$ cat src/rtl/mdu_div_ctrl_if.sv
// Request/result and hazard signals between the pipeline and the divide controller.
// The slave modport is the divider's view; the master modport is the pipeline's.
interface mdu_div_ctrl_if;
  logic        req_valid_in;
  logic        req_signed_in;
  logic [31:0] req_src1_in;
  logic [31:0] req_src2_in;
  logic        req_ready_out;
  logic        exe_valid_in;
  logic [5:0]  exe_mult_div_op_in;
  logic        div_stop_out;
  logic        div_complete_out;
  logic [63:0] div_res_out;
  logic        res_ack_in;
  logic        flush_in;

  modport slave (
    input  req_valid_in, req_signed_in, req_src1_in, req_src2_in,
    input  exe_valid_in, exe_mult_div_op_in, res_ack_in, flush_in,
    output req_ready_out, div_stop_out, div_complete_out, div_res_out
  );

  modport master (
    output req_valid_in, req_signed_in, req_src1_in, req_src2_in,
    output exe_valid_in, exe_mult_div_op_in, res_ack_in, flush_in,
    input  req_ready_out, div_stop_out, div_complete_out, div_res_out
  );
endinterface

$ cat src/rtl/mdu_div_ctrl.sv
// Multi-cycle DIV/DIVU controller: restoring divide, one quotient bit per cycle,
// fixed 35-cycle latency, result held until the consumer acknowledges it.
module mdu_div_ctrl (
  input  logic           clk,
  input  logic           rst_n,
  mdu_div_ctrl_if.slave  bus
);

  typedef enum logic [2:0] {
    S_IDLE,
    S_PREP,
    S_RUN,
    S_FIX,
    S_DONE
  } state_t;

  state_t      r_state;
  state_t      w_state_nxt;
  logic [5:0]  r_cnt;
  logic [31:0] r_src1;
  logic [31:0] r_src2;
  logic        r_signed;
  logic [31:0] r_dvs;
  logic [31:0] r_quot;
  logic [32:0] r_rem;
  logic        r_q_neg;
  logic        r_r_neg;
  logic        r_div_zero;
  logic [63:0] r_res;

  logic        w_ack;
  logic        w_ready;
  logic        w_accept;
  logic [33:0] w_shift;
  logic [33:0] w_diff;
  logic        w_fits;

  assign w_ack    = bus.res_ack_in && (r_state == S_DONE);
  assign w_ready  = rst_n && !bus.flush_in && ((r_state == S_IDLE) || w_ack);
  assign w_accept = bus.req_valid_in && w_ready;

  // Quotient register doubles as the dividend shift register; a borrow means "does not fit".
  assign w_shift = {r_rem, r_quot[31]};
  assign w_diff  = w_shift - {2'b00, r_dvs};
  assign w_fits  = !w_diff[33];

  // NOTE: sequential state uses non-blocking assignments so every flop samples pre-edge values.
  always_ff @(posedge clk or negedge rst_n) begin
    if (!rst_n) r_state <= S_IDLE;
    else        r_state <= w_state_nxt;
  end

  // NOTE: next-state gets a default before the case so no path leaves it unassigned (no latch).
  always_comb begin
    w_state_nxt = r_state;
    if (bus.flush_in) begin
      w_state_nxt = S_IDLE;
    end else begin
      case (r_state)
        S_IDLE:  if (w_accept) w_state_nxt = S_PREP;
        S_PREP:  w_state_nxt = S_RUN;
        S_RUN:   if (r_cnt == 6'd31) w_state_nxt = S_FIX;
        S_FIX:   w_state_nxt = S_DONE;
        S_DONE:  if (w_ack) w_state_nxt = w_accept ? S_PREP : S_IDLE;
        default: w_state_nxt = S_IDLE;
      endcase
    end
  end

  always_ff @(posedge clk or negedge rst_n) begin
    if (!rst_n) begin
      r_cnt      <= '0;
      r_src1     <= '0;
      r_src2     <= '0;
      r_signed   <= 1'b0;
      r_dvs      <= '0;
      r_quot     <= '0;
      r_rem      <= '0;
      r_q_neg    <= 1'b0;
      r_r_neg    <= 1'b0;
      r_div_zero <= 1'b0;
      r_res      <= '0;
    end else begin
      if (w_accept) begin
        r_src1   <= bus.req_src1_in;
        r_src2   <= bus.req_src2_in;
        r_signed <= bus.req_signed_in;
      end
      case (r_state)
        S_PREP: begin
          r_quot     <= (r_signed && r_src1[31]) ? (32'd0 - r_src1) : r_src1;
          r_dvs      <= (r_signed && r_src2[31]) ? (32'd0 - r_src2) : r_src2;
          r_rem      <= '0;
          r_cnt      <= '0;
          r_q_neg    <= r_signed && (r_src1[31] ^ r_src2[31]);
          r_r_neg    <= r_signed && r_src1[31];
          r_div_zero <= (r_src2 == 32'd0);
        end
        S_RUN: begin
          r_rem  <= w_fits ? w_diff[32:0] : w_shift[32:0];
          r_quot <= {r_quot[30:0], w_fits};
          r_cnt  <= r_cnt + 6'd1;
        end
        S_FIX: begin
          // Divide by zero returns all-ones and the untouched dividend regardless of sign.
          if (r_div_zero)
            r_res <= {r_src1, 32'hFFFF_FFFF};
          else
            r_res <= {(r_r_neg ? (32'd0 - r_rem[31:0]) : r_rem[31:0]),
                      (r_q_neg ? (32'd0 - r_quot)      : r_quot)};
        end
        default: ;
      endcase
    end
  end

  assign bus.req_ready_out    = w_ready;
  assign bus.div_complete_out = (r_state == S_DONE);
  assign bus.div_res_out      = (r_state == S_DONE) ? r_res : 64'd0;
  assign bus.div_stop_out     = bus.exe_valid_in && (|bus.exe_mult_div_op_in) &&
                                (r_state != S_IDLE) && !w_ack;

endmodule

$ cat src/flat_wrapper.sv
// flat-port wrapper written by rule: the top's interface ports become plain ports
module mdu_div_ctrl_flat 
  (clk, rst_n, bus_req_valid_in, bus_req_signed_in, bus_req_src1_in, bus_req_src2_in, bus_exe_valid_in, bus_exe_mult_div_op_in, bus_res_ack_in, bus_flush_in, bus_req_ready_out, bus_div_stop_out, bus_div_complete_out, bus_div_res_out);
  mdu_div_ctrl_if bus_i ();
  input  logic clk;
  input  logic rst_n;
  input wire logic [$bits(bus_i.req_valid_in)-1:0] bus_req_valid_in;
  input wire logic [$bits(bus_i.req_signed_in)-1:0] bus_req_signed_in;
  input wire logic [$bits(bus_i.req_src1_in)-1:0] bus_req_src1_in;
  input wire logic [$bits(bus_i.req_src2_in)-1:0] bus_req_src2_in;
  input wire logic [$bits(bus_i.exe_valid_in)-1:0] bus_exe_valid_in;
  input wire logic [$bits(bus_i.exe_mult_div_op_in)-1:0] bus_exe_mult_div_op_in;
  input wire logic [$bits(bus_i.res_ack_in)-1:0] bus_res_ack_in;
  input wire logic [$bits(bus_i.flush_in)-1:0] bus_flush_in;
  output wire logic [$bits(bus_i.req_ready_out)-1:0] bus_req_ready_out;
  output wire logic [$bits(bus_i.div_stop_out)-1:0] bus_div_stop_out;
  output wire logic [$bits(bus_i.div_complete_out)-1:0] bus_div_complete_out;
  output wire logic [$bits(bus_i.div_res_out)-1:0] bus_div_res_out;
  assign bus_i.req_valid_in = bus_req_valid_in;
  assign bus_i.req_signed_in = bus_req_signed_in;
  assign bus_i.req_src1_in = bus_req_src1_in;
  assign bus_i.req_src2_in = bus_req_src2_in;
  assign bus_i.exe_valid_in = bus_exe_valid_in;
  assign bus_i.exe_mult_div_op_in = bus_exe_mult_div_op_in;
  assign bus_i.res_ack_in = bus_res_ack_in;
  assign bus_i.flush_in = bus_flush_in;
  assign bus_req_ready_out = bus_i.req_ready_out;
  assign bus_div_stop_out = bus_i.div_stop_out;
  assign bus_div_complete_out = bus_i.div_complete_out;
  assign bus_div_res_out = bus_i.div_res_out;
  mdu_div_ctrl u_core (.clk(clk), .rst_n(rst_n), .bus(bus_i));
endmodule
$ cat config.mk
export PLATFORM = sky130hd
export DESIGN_NAME = mdu_div_ctrl_flat
export DESIGN_NICKNAME = d
export VERILOG_FILES = /design/src/rtl/mdu_div_ctrl_if.sv /design/src/rtl/mdu_div_ctrl.sv /design/src/flat_wrapper.sv
export SDC_FILE = /design/constraint.sdc
export NUM_CORES = 1
export LEC_CHECK = 0
export ABC_AREA = 1
export CORE_MARGIN = 4
export CORE_UTILIZATION = 45
export DETAILED_ROUTE_END_ITERATION = 10
export PLACE_DENSITY = 0.67
export SETUP_SLACK_MARGIN = 0.15
export SYNTH_ARGS = -nofsm -noshare
export SYNTH_HDL_FRONTEND = slang
export SYNTH_SLANG_ARGS = --single-unit
$ cat constraint.sdc
create_clock -name clk -period 2.1 [get_ports clk]
set_clock_uncertainty 0.2 [all_clocks]
set_input_delay 0.21 -clock clk [delete_from_list [all_inputs] [get_ports clk]]
set_output_delay 0.21 -clock clk [all_outputs]
set_load 0.05 [all_outputs]
==> metrics.txt, run 1 <==
cts bufs inserted=29; required time of the worst setup path=2400 ps; status=finished, violations left; Max Cap Viol=0; final net count=3153; Hold Slack=2.19 ps; final hold viol count=0; power after layout=44.9 mW; Ant. Diodes=0; layout cell share with drive strength beyond 1=40.8%; crit path time final=2470 ps; Reg clk slew, reported paths=60 ps; routed wire length=71900 um; maximum clock path buffer count=3; IO Pins=144; Detailed Place HPWL=47900 um; maximum number of pins on one net before global-route repair=106; H-tree level count=1; WP data arrival=2770 ps; Vias=19500; GR Util met2=52.6%; critical path class=flop to flop; Final setup viols=171; violated checks=setup timing; Die Footprint=40600 um^2; syn nets=2599; worst r2r path cells=15; gr ovfl total=0; RePlAce Congestion=0.980; CTS tree=done; Starting Density=45.8%; routing usage on met1=40.7%; worst reg2reg setup slack=-370 ps; fin crit share=118%; max_slew headroom=49.0%; slowest stage delay, CP=380 ps; initial antenna violation count=1; Top cell by count, worst path=nand2_1; Post-synth top flop=dfrtp_1; EDFF count, synth=0; Die H=201 um; placeable core region=36800 um^2; sequential-to-total area share from yosys stat=35.4%; WP buf/inv=3; Gate Count Post-Synth=2484; Hold Crit Start=bus_req_src2_in[15]; Startpoint Class=flop; global router's overall resource usage=30.9%; worst r2r src=u_core.r_dvs[18]$_DFFE_PN0P_; number of cells on the critical path=15; mapped cell area=16800 um^2; Setup crit end=u_core.r_rem[4]$_DFFE_PN0P_; row cnt=70; maximum VDD drop=825 uV; Crit-path slowest cell=dfrtp_1; Mean Syn Cell Area=6.78 um^2; RSZ-0062 raised after global routing=true; grt met3 use=3.90%; class of the worst hold path=input pin to flop; FF-to-FF End=u_core.r_rem[4]$_DFFE_PN0P_; vias in the first global route=18100; synth unique cells=58; setup ws final=-369 ps; CP max FO=7; static leakage=13.2 nW; fill count=2487; DRT iter0 DRCs=1641; Pins Over Slew Limit=0; busiest grt layer=met2; first-pass GRT wire length=101000 um; DR DRC count=0; CP startpoint=u_core.r_dvs[18]$_DFFE_PN0P_; YS warnings=0; Via density=5.54; root buf cell=clkbuf_16; Pwr Density=1600 nW/um^2; Die W=201 um; Yosys reg bits=238; Area Overhead vs Synth=66.3%; router iterations before antenna repair=6; Clock Sinks=238; IO Port Bufs=143; Routed WL per cell=20.4 um; critical path, cell by cell=inv_2 > ha_4 > nand2_1 > nand2_1 > nand2_1 > nand2_2 > nand2_2 > a21oi_4 > nor2_4 > buf_6 > nand3_4 > clkbuf_16 > nand3_2 > nand3_1 > nand2_1; kind of cell adding the most delay to the critical path=simple AND/OR/NAND/NOR gates; worst-margin pin slew=764 ps; Clock Latency Late Sink=580 ps; FFs w/ async S/R, synth=100%; final antenna-violating net count=0; fmax=0.405 GHz; Critical Path End Type=flop
## metrics by stage
step,cell area [um^2],TNS [ps],utilization [%],instances,worst slack [ps]
finish,28000,-33140,76.1,3526,-369
global route,28000,-48820,76.1,3526,-472
CTS,25100,-24940,68.2,3434,-305
detailed placement,22300,-15930,60.5,3304,-449
global placement,22300,-14290,60.5,3304,-447
floorplan,17700,-3150,-,2484,-90.4
## metal layers
| metal | routed length, um | up-vias | part of all wire [%] |
|---|---|---|---|
| li1 | - | 9039 | - |
| met1 | 28500 | 9379 | 40 |
| met2 | 34300 | 884 | 48 |
| met3 | 4990 | 244 | 6.9 |
| met4 | 4000 | 2 | 5.6 |
| met5 | 13 | - | 0.018 |
## cell type report
type	instances	area, um^2	share of cell area (%)
clock buffers	40	837	2.99
clock inverters	11	96.3	0.344
inverters	397	1560	5.56
multi-input cells	1760	12200	43.7
flip-flops and latches	238	5990	21.4
well taps	468	586	2.09
repair buffers	610	6660	23.8
repair inverters	2	32.5	0.116
## how the worst min path moves through the flow
stage,to,cells after the start
3_5_place_dp,u_core.r_res[34]$_DFFE_PN0P_,2
4_1_cts,u_core.r_src2[26]$_DFFE_PN0N_,3
6_report,u_core.r_src2[15]$_DFFE_PN0N_,3
5_1_grt,u_core.r_src2[15]$_DFFE_PN0N_,3
3_3_place_gp,u_core.r_res[42]$_DFFE_PN0P_,2
2_1_floorplan,u_core.r_cnt[0]$_DFFE_PN0P_,0
## flip-flops by register name (all words and copies together), names as in the netlist
register / count
u_core.r_r_neg: 1
u_core.r_state: 3
u_core.r_q_neg: 1
u_core.r_quot: 32
u_core.r_rem: 33
u_core.r_div_zero: 1
u_core.r_src2: 32
u_core.r_res: 64
u_core.r_cnt: 6
u_core.r_src1: 32
u_core.r_dvs: 32
u_core.r_signed: 1
## repair_timing
action,4_1_cts,5_1_grt
pin swaps,89,221
buffers inserted,50,77
hold buffers,22,0
cloned,7,16
setup endpoints to repair,184,234
resized for setup,290,593
endpoints found under the hold margin,259,0
## power breakdown
group          internal [mW]  switching (mW)
Clock                   2.90            2.15
Sequential              6.53            1.88
Combinational           13.5            18.0
Total                   22.9            22.0
## layout by cell type (no fill, tap or decap), types with 9 or more instances in the layout
cell type,count
nand2_1,569
inv_1,324
buf_4,315
dfrtp_1,207
nor2_1,112
nand3_1,111
nor2_4,106
nand3_2,96
buf_12,95
nand2_2,85
buf_6,77
clkdlybuf4s50_1,75
o21ai_1,70
o21ai_0,68
a21oi_1,66
inv_2,58
o21ai_2,52
nand2_4,45
clkbuf_16,40
nor2_2,35
nand3_4,35
ha_4,34
dfrtp_2,31
xor2_1,29
nand4_1,24
o22ai_1,22
dlygate4sd3_1,22
nand3b_1,18
o211ai_1,17
xnor2_1,15
xor2_2,13
a21oi_2,12
o221ai_1,12
nor3_2,11
nand2_8,10
nor3_1,10
inv_4,9
buf_8,9
## synthesized netlist by cell type (all sizes together), types with 28 or more instances
library cell	instances	share of area [%]
nand2	705	16
inv	396	8.8
nor2	254	6.1
nand3	242	8.6
dfrtp	238	35
o21ai	194	5.8
a21oi	86	2.6
clkbuf	47	1.0
buf	46	1.9
xor2	44	2.3
ha	37	2.7
nor3	28	1.1
## logic make-up (layout without fill, tap and decap cells)
family / Yosys count / after routing / share of synthesized area (%)
AOI/OAI and AO/OA: 366 / 366 / 12.2
xor gates and xnor gates: 63 / 63 / 3.28
adders and majority gates: 38 / 38 / 2.87
buffers and inverters: 490 / 1060 / 11.8
DFF: 238 / 238 / 35.4
and+or+nand+nor: 1289 / 1293 / 34.4
## worst min-delay path, delay by kind of cell
| family | cells | cell delay, ps |
|---|---|---|
| buffers and inverters | 1 | 400 |
| AO/OA/AOI/OAI | 1 | 50 |
| AND/OR/NAND/NOR | 1 | 80 |
No activity file was read; power rests on OpenSTA's default activity.
==> inputs of run 2 (changes only) <==
--- a/config.mk
+++ b/config.mk
@@ -8,6 +8,7 @@
 export ABC_AREA = 1
 export CORE_MARGIN = 4
 export CORE_UTILIZATION = 45
+export CTS_CLUSTER_SIZE = 40
 export DETAILED_ROUTE_END_ITERATION = 10
 export PLACE_DENSITY = 0.67
 export SETUP_SLACK_MARGIN = 0.15
==> results of run 2 <==
The final DEF is identical to that of run 1; final timing and power are the same.
==> patch: new RTL, config.mk and constraints of run 2 <==
Make the reset (`rst_n`) synchronous in 2 clocked blocks.
--- a/src/rtl/mdu_div_ctrl.sv
+++ b/src/rtl/mdu_div_ctrl.sv
@@ -45,7 +45,7 @@
   assign w_fits  = !w_diff[33];
 
   // NOTE: sequential state uses non-blocking assignments so every flop samples pre-edge values.
-  always_ff @(posedge clk or negedge rst_n) begin
+  always_ff @(posedge clk) begin
     if (!rst_n) r_state <= S_IDLE;
     else        r_state <= w_state_nxt;
   end
@@ -67,7 +67,7 @@
     end
   end
 
-  always_ff @(posedge clk or negedge rst_n) begin
+  always_ff @(posedge clk) begin
     if (!rst_n) begin
       r_cnt      <= '0;
       r_src1     <= '0;
Formal check against the unedited RTL: differs if rst_n is asserted again (counterexample within 4 cycles, from zero or initial values and one cycle with rst_n low); with rst_n held inactive, the same outputs for 10 cycles.
==> patch against run 2 <==
  * First-iteration DRC count shrank 5.7%
  * Worst setup slack gained 56 ps
  * Sequential cell count is the same
  * Fmax grew 2.3%
  * The flow still finishes with violations (setup timing)
  * Cell area shrank 9.1%
  * Largest cell class unchanged
  * Global-route usage grew 0.26 points
  * Final cell count shrank 0.40%
  * Area after synthesis shrank 6.8%
  * Routed wire length shrank 9.1%
  * Die area shrank 6.5%
Power is not compared: it rests on default switching activity, and its combinational part moved more than twofold at a synthesized area within 25%.
==> patch: results (changes against run 2) <==
synth_ff_type: "dfxtp_1"
setup_ws_ps: -313  # +55.9 ps
drtIter0Drc: 1547  # -5.7%
finalWirelength_um: 65300  # -9.1%
setup_violations: 122  # -29%
place_ws_ps: -488  # -39.5 ps
status: "finished, violations left"
insertion_delay_ps: 550  # -30 ps
wl_per_cell_um: 18.6  # -8.7%
grt_pass1_vias: 17900  # -1.1%
synth.avg_cell_area_um2: 6.20  # -8.6%
wl_met3_um: 4280  # -14%
holdPathStages: 4  # +1
wl_met1_um: 26100  # -8.3%
synth_fa_ha_area_frac: 0.0308  # +0.00208
grt_max_degree: 122  # +15%
numCtsBuffers: 28  # -3.4%
violations: "setup timing"
route.vias.total: 19100  # -2.5%
placed_cell_area_mm2: 0.0211  # -5.1%
syn-num-nets: 2648  # +1.9%
top_layer: "met4"
synth-xor-area-share: 0.0340  # +0.00126
async_flop_share: 0  # -1.00
critPathMaxStageDelay_ps: 400  # +20 ps
patch: worst paths after layout:
kind                         start                end  slack [ps]
hold / removal               rst_n  u_core.r_src2[11]          20
setup reg to reg  u_core.r_dvs[23]   u_core.r_rem[13]        -310
hold reg to reg   u_core.r_res[40]   u_core.r_res[40]         270
setup / recovery  u_core.r_dvs[23]   u_core.r_rem[13]        -310
patch: stage by stage:
stage | setup TNS (ps) | power (mW) | hold WS (ps) | util
after floorplan | -681 | 7.04 | 177 | -
after global placement | -18450 | 8.47 | 254 | 0.613
after detailed placement | -19570 | 8.48 | 256 | 0.613
after CTS | -14490 | 14.6 | 31.1 | 0.703
after global routing | -29300 | 16.1 | 60.6 | 0.739
final | -18600 | 15.5 | 23.4 | 0.739
patch: power breakdown:
group	switching, mW	internal [mW]
logic	3.03	2.42
clock network	2.11	3.19
registers	0.0971	4.61
total	5.23	10.2
patch: cell type report:
cell class | count | area (µm²) | area share
Sequential cell | 238 | 4880 | 0.192
Clock inverter | 13 | 155 | 0.00609
Inverter | 412 | 1600 | 0.0629
Timing Repair Buffer | 582 | 6030 | 0.237
Multi-Input combinational cell | 1773 | 11300 | 0.446
Tap cell | 455 | 569 | 0.0224
Timing Repair inverter | 1 | 20.0 | 0.000786
Clock buffer | 38 | 850 | 0.0334
patch: what timing repair did:
action | CTS | global route
pin swaps | 155 | 106
endpoints found under the setup margin | 180 | 258
resized for setup | 441 | 217
hold endpoints to repair | 1 | 0
setup buffers | 60 | 38
cloned | 5 | 9
hold buffers | 1 | 0
patch: cell families after synthesis:
| family | count (synthesis) |
|---|---|
| buffers and inverters | 530 |
| adders and majority gates | 38 |
| DFF | 238 |
| xor gates and xnor gates | 61 |
| and+or+nand+nor | 1125 |
| AOI/OAI and AO/OA | 541 |
